## src/rtl/square_bank_controller_if.sv

```systemverilog
// Bus between the button/debounce front end and the square bank controller:
// direction levels, frame tick, selection/load controls and the registered position bank.
interface square_bank_controller_if #(
   parameter int NUM_SQUARES = 4
);
   logic                      btnU, btnL, btnD, btnR;
   logic                      refresh_tick;
   logic                      status;
   logic                      sel_next;
   logic                      load_en;
   logic [3:0]                load_idx;
   logic [19:0]               load_pos;
   logic [20*NUM_SQUARES-1:0] positions;
   logic [3:0]                sel;
   logic [3:0]                step;

   modport master (
      output btnU, btnL, btnD, btnR, refresh_tick, status, sel_next,
             load_en, load_idx, load_pos,
      input  positions, sel, step
   );

   modport slave (
      input  btnU, btnL, btnD, btnR, refresh_tick, status, sel_next,
             load_en, load_idx, load_pos,
      output positions, sel, step
   );
endinterface

```

## src/rtl/square_bank_controller.sv

```systemverilog
// Holds a bank of {y,x} square positions and moves the selected one on frame ticks,
// with hold-to-accelerate stepping and clamp or wrap-around borders.
module square_bank_controller #(
   parameter int NUM_SQUARES = 4,
   parameter int X_MAX       = 640,
   parameter int Y_MAX       = 480,
   parameter int SQUARE_SIZE = 30,
   parameter int STEP_MIN    = 1,
   parameter int STEP_MAX    = 8,
   parameter int ACCEL_TICKS = 4,
   parameter int WRAP        = 0,
   parameter int INIT_Y      = 220
) (
   input logic                     clk,
   input logic                     reset,
   square_bank_controller_if.slave bus
);
   localparam int X_LIM = X_MAX - SQUARE_SIZE;
   localparam int Y_LIM = Y_MAX - SQUARE_SIZE;
   // First held count whose step reaches STEP_MAX; the counter parks there.
   localparam int H_SAT = (STEP_MAX - STEP_MIN) * ACCEL_TICKS + 1;
   localparam int H_W   = $clog2(H_SAT + 2);

   function automatic logic [3:0] step_of(input logic [H_W-1:0] h);
      int s;
      s = STEP_MIN + (int'(h) - 1) / ACCEL_TICKS;
      if (s > STEP_MAX) s = STEP_MAX;
      return 4'(s);
   endfunction

   function automatic logic signed [10:0] axis_delta(input logic plus, input logic minus,
                                                     input logic [3:0] s);
      logic signed [10:0] m;
      m = signed'({7'd0, s});
      if (plus && !minus) return m;
      else if (minus && !plus) return -m;
      else return '0;
   endfunction

   function automatic logic signed [10:0] fit_border(input logic signed [10:0] v,
                                                     input logic signed [10:0] lim);
      if (v < 0) return (WRAP != 0) ? lim : '0;
      else if (v > lim) return (WRAP != 0) ? '0 : lim;
      else return v;
   endfunction

   logic [19:0]        pos_p1 [NUM_SQUARES];
   logic [3:0]         sel_p1;
   logic [3:0]         step_p1;
   logic [H_W-1:0]     h_p1;
   logic               sel_next_p1;

   logic               any_btn_p0, mv_vld_p0, idle_p0, sel_rise_p0;
   logic [H_W-1:0]     h_inc_p0;
   logic [3:0]         step_new_p0, sel_adv_p0;
   logic [19:0]        cur_pos_p0, moved_pos_p0;
   logic signed [10:0] cur_x_p0, cur_y_p0, new_x_p0, new_y_p0;

   // Stage p0: decode the tick, pick the selected square and compute its next position.
   assign any_btn_p0  = bus.btnU | bus.btnL | bus.btnD | bus.btnR;
   assign mv_vld_p0   = bus.refresh_tick & bus.status & any_btn_p0;
   assign idle_p0     = bus.refresh_tick & bus.status & ~any_btn_p0;
   assign sel_rise_p0 = bus.sel_next & ~sel_next_p1;
   assign h_inc_p0    = (h_p1 >= H_W'(H_SAT)) ? h_p1 : h_p1 + H_W'(1);
   assign step_new_p0 = step_of(h_inc_p0);
   assign sel_adv_p0  = (sel_p1 == 4'(NUM_SQUARES - 1)) ? 4'd0 : sel_p1 + 4'd1;

   always_comb begin
      cur_pos_p0 = '0;
      for (int i = 0; i < NUM_SQUARES; i++)
         if (sel_p1 == 4'(i)) cur_pos_p0 = pos_p1[i];
   end

   assign cur_x_p0     = signed'({1'b0, cur_pos_p0[9:0]});
   assign cur_y_p0     = signed'({1'b0, cur_pos_p0[19:10]});
   assign new_x_p0     = fit_border(cur_x_p0 + axis_delta(bus.btnR, bus.btnL, step_new_p0),
                                    11'(X_LIM));
   assign new_y_p0     = fit_border(cur_y_p0 + axis_delta(bus.btnD, bus.btnU, step_new_p0),
                                    11'(Y_LIM));
   assign moved_pos_p0 = {new_y_p0[9:0], new_x_p0[9:0]};

   // Stage p1: registered bank, selection, step and held counter.
   always_ff @(posedge clk or negedge reset) begin
      if (!reset) begin
         for (int i = 0; i < NUM_SQUARES; i++)
            pos_p1[i] <= {10'(INIT_Y), 10'(2 * i * SQUARE_SIZE)};
         sel_p1      <= '0;
         step_p1     <= '0;
         h_p1        <= '0;
         sel_next_p1 <= 1'b0;
      end else begin
         sel_next_p1 <= bus.sel_next;
         if (mv_vld_p0) step_p1 <= step_new_p0;
         else if (idle_p0) step_p1 <= '0;
         // A selection change restarts acceleration even when a move lands in the same cycle.
         if (sel_rise_p0) h_p1 <= '0;
         else if (mv_vld_p0) h_p1 <= h_inc_p0;
         else if (idle_p0) h_p1 <= '0;
         if (sel_rise_p0) sel_p1 <= sel_adv_p0;
         for (int i = 0; i < NUM_SQUARES; i++) begin
            if (bus.load_en && bus.load_idx == 4'(i)) pos_p1[i] <= bus.load_pos;
            else if (mv_vld_p0 && sel_p1 == 4'(i)) pos_p1[i] <= moved_pos_p0;
         end
      end
   end

   for (genvar g = 0; g < NUM_SQUARES; g++) begin : g_pos
      assign bus.positions[20*g +: 20] = pos_p1[g];
   end
   assign bus.sel  = sel_p1;
   assign bus.step = step_p1;
endmodule

```

## src/flat_wrapper.sv

```systemverilog
// flat-port wrapper written by rule: the top's interface ports become plain ports
module square_bank_controller_flat 
#(
   parameter int NUM_SQUARES = 4,
   parameter int X_MAX       = 640,
   parameter int Y_MAX       = 480,
   parameter int SQUARE_SIZE = 30,
   parameter int STEP_MIN    = 1,
   parameter int STEP_MAX    = 8,
   parameter int ACCEL_TICKS = 4,
   parameter int WRAP        = 0,
   parameter int INIT_Y      = 220
)
  (clk, reset, bus_btnU, bus_btnL, bus_btnD, bus_btnR, bus_refresh_tick, bus_status, bus_sel_next, bus_load_en, bus_load_idx, bus_load_pos, bus_positions, bus_sel, bus_step);
  square_bank_controller_if #(.NUM_SQUARES(NUM_SQUARES)) bus_i ();
  input logic clk;
  input logic reset;
  input wire logic [$bits(bus_i.btnU)-1:0] bus_btnU;
  input wire logic [$bits(bus_i.btnL)-1:0] bus_btnL;
  input wire logic [$bits(bus_i.btnD)-1:0] bus_btnD;
  input wire logic [$bits(bus_i.btnR)-1:0] bus_btnR;
  input wire logic [$bits(bus_i.refresh_tick)-1:0] bus_refresh_tick;
  input wire logic [$bits(bus_i.status)-1:0] bus_status;
  input wire logic [$bits(bus_i.sel_next)-1:0] bus_sel_next;
  input wire logic [$bits(bus_i.load_en)-1:0] bus_load_en;
  input wire logic [$bits(bus_i.load_idx)-1:0] bus_load_idx;
  input wire logic [$bits(bus_i.load_pos)-1:0] bus_load_pos;
  output wire logic [$bits(bus_i.positions)-1:0] bus_positions;
  output wire logic [$bits(bus_i.sel)-1:0] bus_sel;
  output wire logic [$bits(bus_i.step)-1:0] bus_step;
  assign bus_i.btnU = bus_btnU;
  assign bus_i.btnL = bus_btnL;
  assign bus_i.btnD = bus_btnD;
  assign bus_i.btnR = bus_btnR;
  assign bus_i.refresh_tick = bus_refresh_tick;
  assign bus_i.status = bus_status;
  assign bus_i.sel_next = bus_sel_next;
  assign bus_i.load_en = bus_load_en;
  assign bus_i.load_idx = bus_load_idx;
  assign bus_i.load_pos = bus_load_pos;
  assign bus_positions = bus_i.positions;
  assign bus_sel = bus_i.sel;
  assign bus_step = bus_i.step;
  square_bank_controller #(.NUM_SQUARES(NUM_SQUARES), .X_MAX(X_MAX), .Y_MAX(Y_MAX), .SQUARE_SIZE(SQUARE_SIZE), .STEP_MIN(STEP_MIN), .STEP_MAX(STEP_MAX), .ACCEL_TICKS(ACCEL_TICKS), .WRAP(WRAP), .INIT_Y(INIT_Y)) u_core (.clk(clk), .reset(reset), .bus(bus_i));
endmodule
```

## config.mk

```make
export PLATFORM = sky130hd
export DESIGN_NAME = square_bank_controller_flat
export DESIGN_NICKNAME = d
export VERILOG_FILES = /design/src/rtl/square_bank_controller_if.sv /design/src/rtl/square_bank_controller.sv /design/src/flat_wrapper.sv
export SDC_FILE = /design/constraint.sdc
export NUM_CORES = 1
export LEC_CHECK = 0
export CORE_MARGIN = 4
export CORE_UTILIZATION = 55
export CTS_CLUSTER_SIZE = 12
export DETAILED_ROUTE_END_ITERATION = 8
export GPL_ROUTABILITY_DRIVEN = 0
export PLACE_DENSITY = 0.82
export SYNTH_ARGS = -nofsm -noshare
export SYNTH_HDL_FRONTEND = slang
export SYNTH_SLANG_ARGS = --single-unit
```

## constraint.sdc

```tcl
create_clock -name clk -period 17.3 [get_ports clk]
set_input_delay 3.46 -clock clk [delete_from_list [all_inputs] [get_ports clk]]
set_output_delay 3.46 -clock clk [all_outputs]
set_load 0.01 [all_outputs]
```

Word-level counts from Yosys, hierarchy flattened
Cells that the tools add are included.

word-level totals
  register bits after elaboration = 94
  input bits = 34
  output and inout port bits = 88
  word-level logic and storage cells = 91

cells by class
  add/subtract/negate cells = 8
  magnitude comparators = 6
  equality and inequality tests = 6
  multiplexer cells = 28
  bitwise operators = 10
  reduce and logical (&&, ||, !) cells = 25

operator list
  kind                   number
  $mux 20                12
  $mux 11                4
  $mux 10                4
  $add 2x32->32 const A  1
  $add 32x1->32          1
  $gt 32x5->1 const B    1
  $add 11x11->11         2
  $lt 11x1->1 const B    2
  $mux 5                 4
  $eq 4x2->1 const B     4
  $mux 4                 4
  $logic_and 1x1->1      12
  $gt 11x10->1 const B   1
  $gt 11x11->1 const B   1
  $neg 4->11             1
  $reduce_bool 2->1      5
  $eq 4x1->1 const B     2
  $logic_not 4->1        2
  $sub 5x1->6 const B    1
  $add 5x1->5 const B    1
  $and 1x1->1            5
  $ge 5x5->1 const B     1
  $add 4x1->4 const B    1
  $logic_not 1->1        4
  other kinds (4)        7

Logic depth before layout (Yosys ltp)
Gate-level depths: netlist of the first run.

  depth after elaboration = 18
  mapped depth = 30
  mapped depth without buffers = 29

Worst setup path before layout of the first run
OpenSTA, ideal clock, no wires.

  path type = register to register
  start = reg u_core.h_p1[1]
  end = reg u_core.pos_p1, in the netlist u_core.bus.positions[12]
  library setup time = 0.073 ns
  arrival = 6.583 ns
  data required time = 17.227 ns
  slack = 10.644 ns
  stages on the path, launching flop included = 30
  buffers on the path = 2
  clock period less this slack = 6.656 ns
  cells stage by stage = dfrtp_1 -> inv_1 -> ha_1 -> nand2_2 -> or3_4 -> nor2_1 -> inv_1 -> ha_1 -> or3_2 -> ha_1 -> nor4b_1 -> and3_1 -> o311a_1 -> nor2_1 -> or2_2 -> clkbuf_1 -> ha_1 -> nand2_1 -> o22a_1 -> inv_1 -> ha_1 -> a211oi_1 -> o21bai_1 -> o41ai_1 -> o21ai_0 -> xnor2_1 -> o41ai_1 -> clkbuf_1 -> or4_1 -> a21oi_1

between the ends
  longest elaborated chain between the ends = 18
  elaborated cells on any way between the ends = 20
  those cells by class = add/sub (6); order compare (4); mux (8); bitwise (1); reduce/logical (1)

RTL lines
  what                                       RTL line                       source
  start: declaration                         square_bank_controller.sv:50   logic [H_W-1:0] h_p1;
  start signal: assignment                   square_bank_controller.sv:97   else if (mv_vld_p0) h_p1 <= h_inc_p0;
  $add 5x1->5 or $ge 5x5->1 (tied branches)  square_bank_controller.sv:64   assign h_inc_p0 = (h_p1 >= H_W'(H_SAT)) ? h_p1 : h_p1 + H_W'(1);
  $mux 5 (*)                                 square_bank_controller.sv:64
  $sub 5x1->6 (*)                            square_bank_controller.sv:26   s = STEP_MIN + (int'(h) - 1) / ACCEL_TICKS;
  $reduce_or 2->1 (no line)                  --
  $and 1x1->1 (no line)                      --
  $add 32x1->32 (no line) (*)                --
  $add 2x32->32 (*)                          square_bank_controller.sv:26
  $gt 32x5->1                                square_bank_controller.sv:27   if (s > STEP_MAX) s = STEP_MAX;
  [... 2 more ...]                           --
  $mux 11                                    square_bank_controller.sv:36   else if (minus && !plus) return -m;
  $mux 11 (*)                                square_bank_controller.sv:35   if (plus && !minus) return m;
  $add 11x11->11 (*)                         square_bank_controller.sv:78   assign new_y_p0 = fit_border(cur_y_p0 + axis_delta(bus.btnD, bus.btnU, step_new_p0),
  $gt 11x10->1                               square_bank_controller.sv:43   else if (v > lim) return (WRAP != 0) ? '0 : lim;
  $mux 10                                    square_bank_controller.sv:43
  $mux 10 (*)                                square_bank_controller.sv:42   if (v < 0) return (WRAP != 0) ? lim : '0;
  $mux 20 (*)                                square_bank_controller.sv:102  else if (mv_vld_p0 && sel_p1 == 4'(i)) pos_p1[i] <= moved_pos_p0;
  $mux 20 (*)                                square_bank_controller.sv:101  if (bus.load_en && bus.load_idx == 4'(i)) pos_p1[i] <= bus.load_pos;
  end signal: indexed assignment             square_bank_controller.sv:86   pos_p1[i] <= {10'(INIT_Y), 10'(2 * i * SQUARE_SIZE)};
  end signal: indexed assignment             square_bank_controller.sv:101
  end signal: indexed assignment             square_bank_controller.sv:102
  end: declaration                           square_bank_controller.sv:47   logic [19:0] pos_p1 [NUM_SQUARES];

Mark *: on every way between the ends. The rest lies on a longest branch, timed or not. The select of a mux whose other input is x is not followed.
A chain may end at the register's enable or synchronous reset.

Worst setup path in the final report of the first run
  start = reg u_core.h_p1[0]
  end = reg u_core.pos_p1, in the netlist u_core.bus.positions[10]

Same word-level chain as after synthesis.

==> results by stage, run 1 <==
Status:
- The flow ran to the end, and the final reports show no timing, DRC or antenna violations.

Final layout:
- The count of nets after finishing is between 900 and 1000.
- The layout-stage area growth over the synthesis result is 25.2%.
- The post-route netlist has under 10% of its cells at a drive strength greater than 1.
- The post-layout instance area is 0.00798 sq mm.
- The final antenna diode count is 0.

Critical path:
- The maximum fanout along the worst path is 21.
- The number of cell instances on the worst register-to-register path is 27.
- The worst setup path is captured at a register.
- The required time at the worst-slack endpoint is 17.57 ns.
- The start of the worst register-to-register path is u_core.h_p1[0].
- The setup path with the least slack is of type reg2reg.
- The setup check on the worst reg-to-reg path leaves a slack of 9.81 ns.
- Data arrives at the worst endpoint at 7.76 ns.
- The element type at the critical path start is a register.
- The endpoint identified for the worst register-to-register timing path is u_core.bus.positions[10].

CTS:
- The TritonCTS clock tree is built.
- The clock transition at the registers of the reported paths is 0.07 ns.
- The H-tree was split into 3 levels.
- The number of gates resized after CTS was 0.
- The tree built by TritonCTS fans out to 94 sinks.
- The tree is rooted in a clkbuf_16.
- In this run the deepest clock path goes through 2 buffers.
- After clock tree synthesis, the setup repair step added 0 buffers.
- The insertion delay of the later-clocked pin in the worst-skew pair is around 0.36 ns.
- The total of hold buffers inserted after clock tree synthesis is 0.
- Buffers inserted during clock tree synthesis total 9.

Routing:
- The violation count after the first detailed-route iteration is about 950.
- Dividing the detail-routed via count by the number of cells gives ~6.6.
- The first detailed-routing pass ran for 6 iterations.
- In the final routed layout, each cell accounts on average for between 20 and 25 um.
- The detailed router placed just under 7000 vias in this run.
- In this run the remaining antenna-violating nets after routing total 0.
- In the routed design, unresolved DRC markers number 0.
- The sum of routed wire length over all layers is between 20000 and 25000 um.

GRT:
- For this run the aggregate overflow at the end of global routing stands at 0.
- The number of global-route vias before repair is 6628.
- The first global-routing pass estimated approximately 33000 um of wire.
- The initial antenna violation count is 0.
- Global routing used between 30% and 40% of the available tracks.
- The pin count of the biggest net entering global routing is 74.

STA:
- The hold violation total from the final report is 0.
- The number of pins exceeding their max-slew limit in the final report is 0.
- The minimum period implied by the final worst setup slack is approximately 7.5 ns.
- Setup repair after global routing left no endpoint under its margin.
- The post-route fraction of the period consumed by the critical path is 43.3%.
- In this run the tightest slew margin relative to its limit is between 30% and 40%.
- Setup violations remaining at the end of the flow were counted as 0.
- The setup clock skew after layout is 0.0111 ns.
- The accumulated negative setup slack is 0 ns.
- For this run, the top clock speed supported by timing is between 100 and 150 MHz.
- The slew at the pin closest to its max-slew limit is between 0.9 and 1 ns.

Job:
- The max capacitance violation total is 0.

Synthesis:
- In the synthesized netlist the async set-or-reset flop fraction comes to 100%.
- The synthesized area is 0.00638 sq mm.
- The post-synthesis cell count is between 700 and 800.
- The number of synthesis warnings is 0.
- Counting flops with a built-in enable in the synthesized netlist gives 0.
- Synthesis inferred 94 register bits.
- The mean instance size in the synthesized netlist is between 8 and 9 sq um.
- Counting every net in the synthesized netlist gives roughly 850.
- The top flip-flop cell by instance count after synthesis is dfrtp_1.
- The synthesized netlist contains 57 unique library cells.
- For this run, the register share of the synthesized area comes to between 30% and 40%.

Hold path:
- The worst hold path terminates at u_core.bus.step[2].
- The worst hold path begins at u_core.bus.step[2].
- The kind of path behind the tightest hold check is reg2reg.
- The worst hold path was traced through 2 stages.

Floorplanning:
- between 100 and 150 I/O pins were placed.
- The x dimension of the die is 116 um.
- The die covers 0.0134 sq mm.
- The die height is about 120 um.
- The floorplan has 39 rows.
- After floorplanning, the core was sized to cover between 0.01 and 0.015 sq mm.
- The initial utilization of the core area, before any placement, comes to between 50 and 60%.

Pwr:
- In this run the power density over the cells is about 180 mW/mm^2.
- Across the VDD grid, the largest voltage drop is around 0.00012 V.
- The leakage power figure is about 0.0032 uW.

Placement:
- The number of port buffers is roughly 120.
- In this run the cell area measured after placement is around 0.0077 sq mm.
- The HPWL reported at the end of detailed placement is about 15000 um.
synth_stat cells (9+ instances only):
master | number | share of area (%)
inv_1 | 17 | 1.0
nand2_1 | 69 | 4.1
nand3_1 | 22 | 1.7
xnor2_1 | 13 | 1.8
a21oi_1 | 113 | 8.9
nor2_1 | 91 | 5.4
nand2b_1 | 9 | 0.88
dfrtp_1 | 62 | 24
a22oi_1 | 56 | 6.6
or4_1 | 14 | 1.6
xor2_1 | 12 | 1.6
ha_1 | 37 | 7.3
clkbuf_1 | 37 | 2.2
o21ai_0 | 84 | 6.6
dfstp_2 | 32 | 13
power breakdown:
| group | internal [uW] | switching, uW | leakage [uW] |
|---|---|---|---|
| combinational | 361 | 463 | 0.00193 |
| clock | 128 | 86.8 | 0.000159 |
| sequential | 336 | 91.1 | 0.00113 |
| total | 825 | 641 | 0.00321 |
cells by family (layout without fill, tap and decap cells):
group | count (synthesis) | count (layout) | synth area share, %
AOI/OAI and AO/OA | 303 | 303 | 28.2
and+or+nand+nor | 254 | 254 | 18.7
DFF | 94 | 94 | 37.5
buffers and inverters | 61 | 164 | 3.90
adders and majority gates | 39 | 39 | 7.89
xor gates and xnor gates | 25 | 25 | 3.43
muxes | 2 | 2 | 0.334
routing by layer:
metal | share of wire (%) | global-route usage (%) | vias up | wire, um
met4 | 3.2 | 14.3 | 0 | 662
met1 | 41 | 40.7 | 3230 | 8420
met5 | 0 | 0 | - | 0
li1 | - | - | 3031 | -
met2 | 47 | 49.5 | 400 | 9790
met3 | 8.7 | 6.53 | 63 | 1800
layout make-up:
| type | instances | area (sq um) |
|---|---|---|
| Clock buffer | 14 | 284 |
| Tap cell | 143 | 179 |
| Timing Repair Buffer | 131 | 1280 |
| Clock inverter | 2 | 38.8 |
| Multi-Input combinational cell | 623 | 3740 |
| Fill cell | 914 | 3390 |
| Inverter | 17 | 63.8 |
| Sequential cell | 94 | 2390 |
placed cells by master (no fill, tap or decap), types with 9 or more instances in the layout:
master,synthesis,final
xor2_1,12,12
inv_1,17,17
dfstp_2,32,32
clkdlybuf4s50_1,0,120
dfrtp_1,62,62
or4_1,14,14
xnor2_1,13,13
nand2b_1,9,9
nand3_1,22,22
ha_1,37,37
buf_4,0,11
nor2_1,91,91
nand2_1,69,69
a22oi_1,56,56
clkbuf_16,0,9
o21ai_0,84,84
a21oi_1,113,113
critical path: stages (launching register included):
cell and delay (ns):
dfrtp_1 0.52, ha_1 0.44, nand2_2 0.07, or3_4 0.35, nor2_1 0.48, inv_1 0.15, ha_1 0.28, or3_2 0.51
ha_1 0.29, nor4b_1 0.20, and3_1 0.20, o311a_1 0.20, nor2_1 0.06, or2_2 0.33, ha_1 0.32, nand2_1 0.08
o22a_1 0.19, inv_1 0.06, ha_1 0.28, a211oi_1 0.30, o21bai_1 0.14, o41ai_1 0.42, o21ai_0 0.19, xnor2_1 0.32
o41ai_2 0.13, buf_4 0.22, or4_1 0.51, a21oi_1 0.20
registers in the layout, indices dropped and copies added, names as in the netlist:
name / flops
u_core.bus.positions: 80
u_core.bus.sel: 4
u_core.bus.step: 4
u_core.h_p1: 5
u_core.sel_next_p1: 1
how the worst max path moves through the flow:
stage | slack (ns) | from | to
2_1_floorplan | 10.64 | u_core.h_p1[1] | u_core.bus.positions[12]
3_3_place_gp | 10.24 | bus_btnD | u_core.bus.positions[31]
3_5_place_dp | 9.93 | u_core.h_p1[0] | u_core.bus.positions[32]
4_1_cts | 9.88 | u_core.h_p1[0] | u_core.bus.positions[10]
5_1_grt | 9.23 | u_core.h_p1[0] | u_core.bus.positions[10]
6_report | 9.81 | u_core.h_p1[0] | u_core.bus.positions[10]
stage by stage:
| stage | util, % | setup WS [ns] | hold slack (ns) | std cells | power, uW |
|---|---|---|---|---|---|
| after floorplan | - | 10.64 | 0.515 | 778 | 876 |
| after global placement | 67.4 | 10.24 | 0.479 | 1008 | 1200 |
| after detailed placement | 67.4 | 9.93 | 0.489 | 1008 | 1230 |
| after CTS | 70.2 | 9.88 | 0.502 | 1024 | 1450 |
| after global routing | 70.2 | 9.23 | 0.532 | 1024 | 1560 |
| final | 70.2 | 9.81 | 0.490 | 1024 | 1470 |
Note: power is estimated with default switching activity, not from simulation.
==> run 2, diff against run 1 <==
--- a/config.mk
+++ b/config.mk
@@ -6,11 +6,11 @@
 export NUM_CORES = 1
 export LEC_CHECK = 0
 export CORE_MARGIN = 4
-export CORE_UTILIZATION = 55
+export CORE_UTILIZATION = 53
 export CTS_CLUSTER_SIZE = 12
 export DETAILED_ROUTE_END_ITERATION = 8
 export GPL_ROUTABILITY_DRIVEN = 0
-export PLACE_DENSITY = 0.82
+export PLACE_DENSITY = 0.79
 export SYNTH_ARGS = -nofsm -noshare
 export SYNTH_HDL_FRONTEND = slang
 export SYNTH_SLANG_ARGS = --single-unit
==> constraint.sdc (replaced) <==
create_clock -name clk -period 7.1 [get_ports clk]
set_input_delay 1.42 -clock clk [delete_from_list [all_inputs] [get_ports clk]]
set_output_delay 1.42 -clock clk [all_outputs]
set_load 0.01 [all_outputs]
==> run 2 against run 1 <==
  * Non-clock buffer count increased by 2
  * Die area rose by 3.5%
  * Highest routed layer unchanged
  * First-iteration DRC count is 15% lower
  * Hold slack better by 0.010 ns
  * Wire length is 0.39% higher
  * Global-route usage shrank 1.4 points
  * Register-to-register slack worse by 9.4 ns
  * Via count fell by 0.89%
  * Clock power up 140%
  * Sequential cell count unchanged
  * Critical path depth down 1
  * Critical endpoint is now u_core.bus.positions[32]
  * Cell count grew 0.20%
==> results by stage, run 2 (synthesized netlist as in run 1, its figures left out) <==
Routing:
- The sum of met2 wire segment lengths after detailed routing was 9760 um (-0.33%).
- The average wire per cell in the routed design is 20.2 um (+0.20%).
- The detailed route wirelength on metal3 is 1770 um (-2.1%).
- The total DRC errors in the routed layout came to 0 (unchanged).
- The top routing layer in use is met4.
- The routed length on met1 is 8630 um (+2.5%).
- The sum of routed wire length over all layers came to 20800 um (+0.39%).
- The number of nets with antenna violations after detailed routing was 0 (unchanged).
- The number of vias per cell is 6.50 (-1.1%).
- The violation count after the first detailed-route iteration was 804 (-15%).
- The number of vias after detailed routing came to 6664 (-0.89%).
- The first-pass iteration count of the detailed router came to 5 (-1).

Critical path:
- For this design, the slowest cell found on the critical path is or3_2.
- Grouping stages by cell kind, the critical path spends the most delay in simple AND/OR/NAND/NOR gates.
- The buffering stage count on the worst path with inverters included is 2 (-1).
- The cell that appears most often on the critical path is ha_1.
- The maximum fanout along the worst path came to 20 (-4.8%).
- The critical path is of the reg2reg type.
- The worst setup path is captured at a register.
- The largest stage delay on the critical path is 0.51 ns (about the same).
- The endpoint arrival time on the critical path is 6.93 ns (-0.83 ns).
- The required time at the worst-slack endpoint is 7.38 ns (-10.19 ns).
- The element type at the critical path start is a register.

GRT:
- The number of global-route vias before repair is 6787 (+2.4%).
- The first-pass GRT wire length was 34100 um (+2.7%).
- The leftover overflow at the end of global routing is 0 (unchanged).
- The initial antenna violation count is 0 (unchanged).
- The global-route total usage across every layer came to 29.7% (-1.4 points).
- The pin count of the biggest net entering global routing is 62 (-16%).

Final layout:
- The top cell types in the final layout, fill and taps aside, are clkdlybuf4s50_1 (120), a21oi_1 (112), nor2_1 (91).
- The ratio of cells with drive above 1 in the final layout was 9.85% (+1.7 points).
- The layout-stage area growth over the synthesis result is 26.8%.
- The count of nets after finishing is 951 (+0.21%).
- The area occupied by multi-input gates came to 0.00384 sq mm (+2.5%).
- The flip-flop count of the largest register after layout is 80 (unchanged).
- The area used by sequential logic in the layout is 0.00239 sq mm (+0.10%).
- The final antenna diode count is 0 (unchanged).
- The number of inserted filler cells in the final layout is 955 (+4.5%).
- The number of standard cells in the final layout excluding fillers is 1026 (+0.20%).
- Leaving out fill and tap cells, the most frequent cell in the layout is clkdlybuf4s50_1.

Floorplanning:
- The die height is 118 um (+1.7%).
- The effective utilization at floorplan came to 54.9% (-1.2 points).
- The x dimension of the die is 118 um (+1.7%).
- The floorplan die area is 0.0138 sq mm (+3.5%).
- The boundary pin count came to 122 (unchanged).
- The area of the core region was 0.0116 sq mm (+2.1%).
- The standard-cell row count is 39 (unchanged).

Pwr:
- The share of power burned in registers is 28.6% (-0.5 points).
- The share of total power consumed by net switching is 43.7% (about the same).
- The total power density per cell area is 448 mW/mm^2 (+140%).
- The clock share of power is 14.2% (-0.5 points).
- The switching power summed over all nets is 1580 uW (+150%).
- The worst-case vdd ir drop is 0.000254 V (+110%).
- The internal power component is 2040 uW (+150%).
- The logic gate share of total power is 57.2% (+1.0 points).
- The leakage power figure came to 0.00325 uW (+0.98%).

STA:
- The hold violation total from the final report came to 0 (unchanged).
- The fmax was 150 MHz (+13%).
- The number of pins exceeding their max-slew limit in the final report is 0 (unchanged).
- Setup repair after global routing left no endpoint under its margin.
- The setup clock skew after layout was 0.00380 ns (-0.00726 ns).
- The total setup violations reported at the end of the flow is 0 (unchanged).
- The worst hold slack is 0.500 ns (+0.0102 ns).
- The slew at the pin closest to its max-slew limit is 1.04 ns (+0.0651 ns).
- The post-route fraction of the period consumed by the critical path came to 93.7% (+50 points).
- The minimum period implied by the final worst setup slack is 6.65 ns (-0.837 ns).
- The worst max-slew margin expressed relative to the limit came to 30.5% (-4.3 points).
- The accumulated negative setup slack is 0 ns (unchanged).

CTS:
- The insertion delay of the later-clocked pin in the worst-skew pair is 0.35 ns (about the same).
- TritonCTS built the clock tree.
- The count of H-tree levels built during CTS is 3 (unchanged).
- The worst-case clock buffer depth is 2 (unchanged).
- The clock transition at the registers of the reported paths is 0.07 ns (about the same).
- The clock net sink count is 94 (unchanged).
- The total of hold buffers inserted after clock tree synthesis is 0 (unchanged).
- The CTS buffer count came to 9 (unchanged).
- Clock tree synthesis selected as its root buffer the cell clkbuf_16.

Placement:
- The instance count after placement with tap cells included was 1010 (+0.20%).
- The number of port buffers is 121 (unchanged).
- The HPWL reported at the end of detailed placement came to 15200 um (+1.6%).

Status:
- The run finished with clean final reports.

Hold path:
- The tightest min-delay check is of the reg2reg type.

Job:
- The max capacitance violation total came to 0 (unchanged).
[run 2: cell count changes in the layout (fill, tap and decap cells not counted), moves of 2 or more]
cell     before  now
dfrtp_1      62   60
buf_4        11   13
xor2_1       12    9
xor2_2        0    3
xnor2_1      13   10
xnor2_2       0    3
dfrtp_2       0    2
[run 2: per-stage QoR]
stage / area [sq um] / total power, uW / util, % / setup slack (ns)
floorplan: 6380 / 2130 / - / 0.444
global placement: 7680 / 2940 / 66.1 / 0.444
detailed placement: 7680 / 3000 / 66.1 / 0.137
CTS: 7990 / 3520 / 68.8 / 0.0878
global route: 8090 / 3850 / 69.6 / 0.0389
finish: 8090 / 3620 / 69.6 / 0.449
[run 2: layout make-up]
cell class,instances,area share (%)
Clock buffer,14,3.39
Timing Repair Buffer,133,16.1
Tap cell,143,2.21
Clock inverter,2,0.480
Multi-Input combinational cell,623,47.5
Inverter,17,0.789
Sequential cell,94,29.6
[run 2: what timing repair did]
item,CTS,global route
gates resized for setup,0,16
buffers inserted,0,0
endpoints found under the setup margin,0,49
[run 2: final timing paths]
check | startpoint | to | slack, ns | cells after the start
max | u_core.h_p1[0] | u_core.bus.positions[32] | 0.45 | 26
max in group asynchronous | reset | u_core.h_p1[0] | 4.89 | 2
min | u_core.bus.step[1] | u_core.bus.step[1] | 0.50 | 2
min reg2reg | u_core.bus.step[1] | u_core.bus.step[1] | 0.50 | 2
min in group asynchronous | reset | u_core.bus.positions[19] | 1.00 | 1
max reg2reg | u_core.h_p1[0] | u_core.bus.positions[32] | 0.45 | 26
[run 2: power groups by stage]
stage / logic, uW / clock network [uW] / registers, uW
after global placement: 1920 / 0 / 1020
final: 2070 / 512 / 1040
after floorplan: 1050 / 0 / 1080
after CTS: 1990 / 514 / 1020
after global routing: 2250 / 537 / 1060
after detailed placement: 1970 / 0 / 1030
[run 2: worst register-to-register path: cells and delay by family (launching register included)]
family	cells	cell delay [ns]
xor+xnor	1	0.17
buf+inv	2	0.30
compound gates	7	1.48
simple gates	11	2.49
flops	1	0.50
fa+ha+maj	5	1.65
[run 2: layer usage]
metal  track usage [%]  up-vias
li1                  -     3046
met2              47.9      363
met3              6.25       56
met5                 0        -
met4              11.8        0
met1              39.0     3199
